### config.mk
export PLATFORM = sky130hd
export DESIGN_NAME = id_ie_stage_reg
export DESIGN_NICKNAME = d
export VERILOG_FILES = /design/src/rtl/riscnet_pipe_pkg.sv /design/src/rtl/pipe_skid_buf.sv /design/src/rtl/id_ie_stage_reg.sv
export SDC_FILE = /design/constraint.sdc
export NUM_CORES = 1
export LEC_CHECK = 0
export CORE_MARGIN = 3
export CORE_UTILIZATION = 47
export CTS_BUF_LIST = sky130_fd_sc_hd__clkbuf_8
export DETAILED_ROUTE_END_ITERATION = 12
export PLACE_DENSITY = 0.79
export SETUP_SLACK_MARGIN = 0.02
export SLEW_MARGIN = 10
export SYNTH_ARGS = -nofsm -noshare
export SYNTH_HDL_FRONTEND = slang
export SYNTH_SLANG_ARGS = --single-unit
### constraint.sdc
create_clock -name clk -period 1.6 [get_ports clk]
set_input_delay 0.32 -clock clk [delete_from_list [all_inputs] [get_ports clk]]
set_output_delay 0.32 -clock clk [all_outputs]
set_load 0.02 [all_outputs]
### src/rtl/riscnet_pipe_pkg.sv
// Shared pipeline types: default ID->IE field widths and the packed
// entry bundle {opcode, mode, op1, op2} carried between the two stages.
package riscnet_pipe_pkg;

    localparam int OPC_W_DEF  = 8;
    localparam int MODE_W_DEF = 2;
    localparam int DATA_W_DEF = 16;
    localparam int CNT_W_DEF  = 16;

    typedef struct packed {
        logic [OPC_W_DEF-1:0]  opcode;
        logic [MODE_W_DEF-1:0] mode;
        logic [DATA_W_DEF-1:0] op1;
        logic [DATA_W_DEF-1:0] op2;
    } id_ie_entry_t;

    localparam int ID_IE_ENTRY_W = $bits(id_ie_entry_t);

endpackage

### src/rtl/pipe_skid_buf.sv
// Generic two-entry valid/ready skid buffer with synchronous flush.
// Ports: clk, rst_n (async low), flush; in_valid/in_ready/in_data
// upstream; out_valid/out_ready/out_data downstream. in_ready is a flop.
module pipe_skid_buf #(
    parameter int W = 8
) (
    input  logic         clk,
    input  logic         rst_n,
    input  logic         flush,
    input  logic         in_valid,
    output logic         in_ready,
    input  logic [W-1:0] in_data,
    output logic         out_valid,
    input  logic         out_ready,
    output logic [W-1:0] out_data
);

    logic         main_vld_q, main_vld_d;
    logic         skid_vld_q, skid_vld_d;
    logic         rdy_q, rdy_d;
    logic [W-1:0] main_q, main_d;
    logic [W-1:0] skid_q, skid_d;

    logic accept;
    logic issue;
    logic main_free;

    assign accept    = in_valid & rdy_q;
    assign issue     = main_vld_q & out_ready;
    assign main_free = ~main_vld_q | issue;

    always_comb begin
        main_vld_d = main_vld_q;
        skid_vld_d = skid_vld_q;
        main_d     = main_q;
        skid_d     = skid_q;
        if (flush) begin
            // Payloads are left stale; only the valid bits matter.
            main_vld_d = 1'b0;
            skid_vld_d = 1'b0;
        end else if (main_free) begin
            if (skid_vld_q) begin
                main_d     = skid_q;
                main_vld_d = 1'b1;
                skid_vld_d = 1'b0;
                if (accept) begin
                    skid_d     = in_data;
                    skid_vld_d = 1'b1;
                end
            end else if (accept) begin
                main_d     = in_data;
                main_vld_d = 1'b1;
            end else begin
                main_vld_d = 1'b0;
            end
        end else if (accept) begin
            skid_d     = in_data;
            skid_vld_d = 1'b1;
        end
        // Ready depends only on next-state occupancy, never on out_ready
        // combinationally at the output.
        rdy_d = ~skid_vld_d;
    end

    always_ff @(posedge clk or negedge rst_n) begin
        if (!rst_n) begin
            main_vld_q <= 1'b0;
            skid_vld_q <= 1'b0;
            rdy_q      <= 1'b1;
            main_q     <= '0;
            skid_q     <= '0;
        end else begin
            main_vld_q <= main_vld_d;
            skid_vld_q <= skid_vld_d;
            rdy_q      <= rdy_d;
            main_q     <= main_d;
            skid_q     <= skid_d;
        end
    end

    assign in_ready  = rdy_q;
    assign out_valid = main_vld_q;
    assign out_data  = main_q;

endmodule

### src/rtl/id_ie_stage_reg.sv
// ID->IE pipeline register: skid-buffered entry transfer with flush and
// a saturating downstream-stall counter. Ports: clk, rst_n, flush,
// in_valid/in_ready + opcode/mode/op1/op2 in, out_valid/out_ready +
// opcode/mode/op1/op2 out, stall_cnt.
module id_ie_stage_reg
    import riscnet_pipe_pkg::*;
#(
    parameter int OPC_W  = OPC_W_DEF,
    parameter int MODE_W = MODE_W_DEF,
    parameter int DATA_W = DATA_W_DEF,
    parameter int CNT_W  = CNT_W_DEF
) (
    input  logic              clk,
    input  logic              rst_n,
    input  logic              flush,
    input  logic              in_valid,
    output logic              in_ready,
    input  logic [OPC_W-1:0]  opcode_in,
    input  logic [MODE_W-1:0] mode_in,
    input  logic [DATA_W-1:0] op1_in,
    input  logic [DATA_W-1:0] op2_in,
    output logic              out_valid,
    input  logic              out_ready,
    output logic [OPC_W-1:0]  opcode_out,
    output logic [MODE_W-1:0] mode_out,
    output logic [DATA_W-1:0] op1_out,
    output logic [DATA_W-1:0] op2_out,
    output logic [CNT_W-1:0]  stall_cnt
);

    // Same layout as id_ie_entry_t, but sized by this instance's widths.
    typedef struct packed {
        logic [OPC_W-1:0]  opcode;
        logic [MODE_W-1:0] mode;
        logic [DATA_W-1:0] op1;
        logic [DATA_W-1:0] op2;
    } entry_t;

    entry_t in_e;
    entry_t out_e;
    logic   out_vld;

    assign in_e.opcode = opcode_in;
    assign in_e.mode   = mode_in;
    assign in_e.op1    = op1_in;
    assign in_e.op2    = op2_in;

    pipe_skid_buf #(
        .W($bits(entry_t))
    ) u_skid (
        .clk      (clk),
        .rst_n    (rst_n),
        .flush    (flush),
        .in_valid (in_valid),
        .in_ready (in_ready),
        .in_data  (in_e),
        .out_valid(out_vld),
        .out_ready(out_ready),
        .out_data (out_e)
    );

    assign out_valid  = out_vld;
    assign opcode_out = out_e.opcode;
    assign mode_out   = out_e.mode;
    assign op1_out    = out_e.op1;
    assign op2_out    = out_e.op2;

    logic [CNT_W-1:0] stall_cnt_q, stall_cnt_d;

    // Flush does not touch the counter; it is a pure perf monitor.
    always_comb begin
        stall_cnt_d = stall_cnt_q;
        if (out_vld && !out_ready && (stall_cnt_q != '1)) begin
            stall_cnt_d = stall_cnt_q + CNT_W'(1);
        end
    end

    always_ff @(posedge clk or negedge rst_n) begin
        if (!rst_n) begin
            stall_cnt_q <= '0;
        end else begin
            stall_cnt_q <= stall_cnt_d;
        end
    end

    assign stall_cnt = stall_cnt_q;

endmodule

==> results.json, run 1 <==
{
  "drc_errors": 0,
  "path_class": "flop to flop",
  "cap_violations": 0,
  "r2r_slack_ps": -70,
  "fmax_ghz": 0.600,
  "clock_path_buffers": 2,
  "port_buffers": 106,
  "worst_pin_slew_ps": 417,
  "power_density_nw_per_um2": 1140,
  "clk_pin_slew_ps": 110,
  "mostFrequentLayoutCells": "dfrtp_1, dlygate4sd2_1, a21oi_1, nor2_1, clkdlybuf4s50_1",
  "cts_htree_levels": 3,
  "vias": 3325,
  "die_w_um": 105,
  "gr-total-overflow": 0,
  "drt_pass1_iterations": 6,
  "drv_slew": 0,
  "root_buffer": "clkbuf_8",
  "seq_area_um2": 2590,
  "vias_per_cell": 5.22,
  "yosys_warnings": 0,
  "stdcell_count": 637,
  "coreArea_um2": 9370,
  "status": "finished, violations left",
  "syn_to_final_growth_pct": 39.1,
  "layout_commonest_cell": "dfrtp_1",
  "hold_viol_final": 0,
  "vdd_drop_max_v": 0.000632,
  "reg2reg_depth": 4,
  "chipHeight_um": 105,
  "initial_core_util": 0.491,
  "syn_avg_cell_area_um2": 12.8,
  "syn-cell-area_um2": 4600,
  "endpoint": "u_skid.skid_q[37]$_DFFE_PN0P_",
  "tns_ps": -2120,
  "ys_ff_latch": 103,
  "synth_edf_count": 0,
  "synth_seq_area_share": 0.561,
  "die-area_um2": 11000,
  "power.leakage_nw": 2.90,
  "grt_usage": 0.190,
  "worstSetupStartpoint": "u_skid.in_ready$_DFF_PN1_",
  "period_share": 1.04,
  "cp_data_arrival_time_ps": 1910,
  "period_minus_slack_ps": 1670,
  "drtIter0Drc": 99,
  "start_kind": "flop",
  "routed_wl_mm": 10.6,
  "post-route-util": 0.683,
  "dp.cells": 606,
  "endpoint_kind": "flop",
  "grt_setup_unrepaired": "yes",
  "synth.distinct_cells": 37,
  "total_power_mw": 7.32,
  "synthesis.nets": 406,
  "wl_per_cell_um": 16.7,
  "ant_nets": 0,
  "timing.rr.start": "u_skid.in_ready$_DFF_PN1_",
  "skew_ps": 14.6,
  "grt_pass1_vias": 3327,
  "num_io_pins": 107,
  "multiInputGateArea_um2": 1940,
  "grt_max_degree": 53,
  "worstPathRequired_ps": 1840,
  "antenna_found_initial": 0,
  "syn_inst": 358,
  "slew_headroom": 0.721,
  "cts_tree": "done",
  "nets": 551,
  "ys.flop_type": "dfrtp_1",
  "violations": "setup timing",
  "dp_hpwl_mm": 6.92,
  "dp_slack_ps": -530,
  "gp_congestion": 0.842,
  "finalSetupViolCount": 45,
  "hold_class": "input port to asynchronous set/reset pin",
  "r2r-end": "u_skid.skid_q[37]$_DFFE_PN0P_",
  "grt_pass1_wl_mm": 17.0,
  "insertedDiodeCount": 0,
  "crit_fanout": 10,
  "clock_latency_ps": 360,
  "numClockSinks": 103,
  "rows": 35,
  "drive_above_1_share": 0.268,
  "synthArstFlopShare": 1.00,
  "final.fill_count": 727,
  "cts_made_buffers": 9,
  "worst_slack_ps": -68.0
}
[stage by stage]
stage / instance area [um^2] / hold WS [ps]
floorplan: 4630 / 24.4
finish: 6400 / 363
CTS: 6310 / 360
global placement: 6000 / 215
global route: 6400 / 381
detailed placement: 6000 / 216
[synth_stat cells (all sizes together) (2+ instances only)]
cell type | number | area (um^2)
nor3 | 4 | 25.0
dfrtp | 102 | 2550
xor2 | 9 | 78.8
nand3 | 5 | 25.0
clkbuf | 3 | 11.3
inv | 2 | 7.51
nor4 | 3 | 18.8
mux2i | 42 | 420
a21oi | 48 | 240
mux2 | 44 | 646
nand2 | 8 | 30.0
a31oi | 3 | 18.8
a211oi | 3 | 22.5
nor2b | 2 | 20.0
nand4 | 4 | 25.0
buf | 17 | 156
nor2 | 47 | 179
[power breakdown]
group	internal [mW]	switching, mW
sequential	3.19	0.370
clock	0.634	0.945
combinational	1.17	1.00
total	5.00	2.32
[cell type report]
type	count	area share
repair buffers	154	0.237
inverters	2	0.00117
multi-input cells	233	0.303
well taps	129	0.0252
clock buffers	10	0.0215
flip-flops and latches	103	0.404
clock inverters	6	0.00841
[flip-flops by register name, indices dropped and copies added (netlist names)]
register and flops:
stall_cnt 16, u_skid.in_ready 1, u_skid.out_data 42, u_skid.out_valid 1, u_skid.skid_q 42, u_skid.skid_vld_q 1
[worst max-delay path, cell delays in order, from the launching register on]
cell and delay, ps:
dfstp_2 550, nand2_2 60, or3_4 460, buf_12 190, mux2_4 290
[logic make-up (layout without fill, tap and decap cells)]
group | count (synthesis) | in the layout | share of synthesized area
compound gates | 56 | 56 | 0.0650
xor+xnor | 10 | 10 | 0.0190
fa+ha+maj | 2 | 2 | 0.00490
buf+inv | 22 | 172 | 0.0381
flops | 103 | 103 | 0.561
mux | 86 | 86 | 0.232
simple gates | 79 | 79 | 0.0805
[worst min path at each step]
stage | start | endpoint | slack, ps | cells past startpoint
after floorplan | rst_n | stall_cnt[0]$_DFFE_PN0P_ | 20 | 0
after global placement | rst_n | u_skid.skid_q[18]$_DFFE_PN0P_ | 210 | 1
after detailed placement | rst_n | u_skid.skid_q[20]$_DFFE_PN0P_ | 220 | 1
after CTS | rst_n | u_skid.skid_q[18]$_DFFE_PN0P_ | 360 | 2
after global routing | rst_n | u_skid.skid_q[18]$_DFFE_PN0P_ | 380 | 2
final | rst_n | u_skid.skid_q[18]$_DFFE_PN0P_ | 360 | 2
[timing repair]
| action | in CTS | in global routing |
|---|---|---|
| pin swaps | 4 | 10 |
| endpoints found under the setup margin | 108 | 90 |
| hold buffers | 1 | 0 |
| gates cloned | 4 | 3 |
| gates resized for setup | 77 | 33 |
| hold endpoints to repair | 16 | 0 |
| buffers inserted | 4 | 9 |
[metal layers]
metal / global-route usage / vias up / wire length (um)
met1: 0.262 / 1673 / 4690
li1: - / 1553 / -
met3: 0.0321 / 14 / 480
met2: 0.308 / 85 / 5290
met5: 0 / - / 0
met4: 0.0562 / 0 / 157
Note: power is estimated with default switching activity, not from simulation.
==> run 2, diff against run 1 <==
--- a/config.mk
+++ b/config.mk
@@ -9,6 +9,8 @@
 export CORE_UTILIZATION = 47
 export CTS_BUF_LIST = sky130_fd_sc_hd__clkbuf_8
 export DETAILED_ROUTE_END_ITERATION = 12
+export GPL_ROUTABILITY_DRIVEN = 0
+export GPL_TIMING_DRIVEN = 1
 export PLACE_DENSITY = 0.79
 export SETUP_SLACK_MARGIN = 0.02
 export SLEW_MARGIN = 10
==> results of run 2 <==
Same layout as run 1: the final DEF is identical, and so are final timing and power.
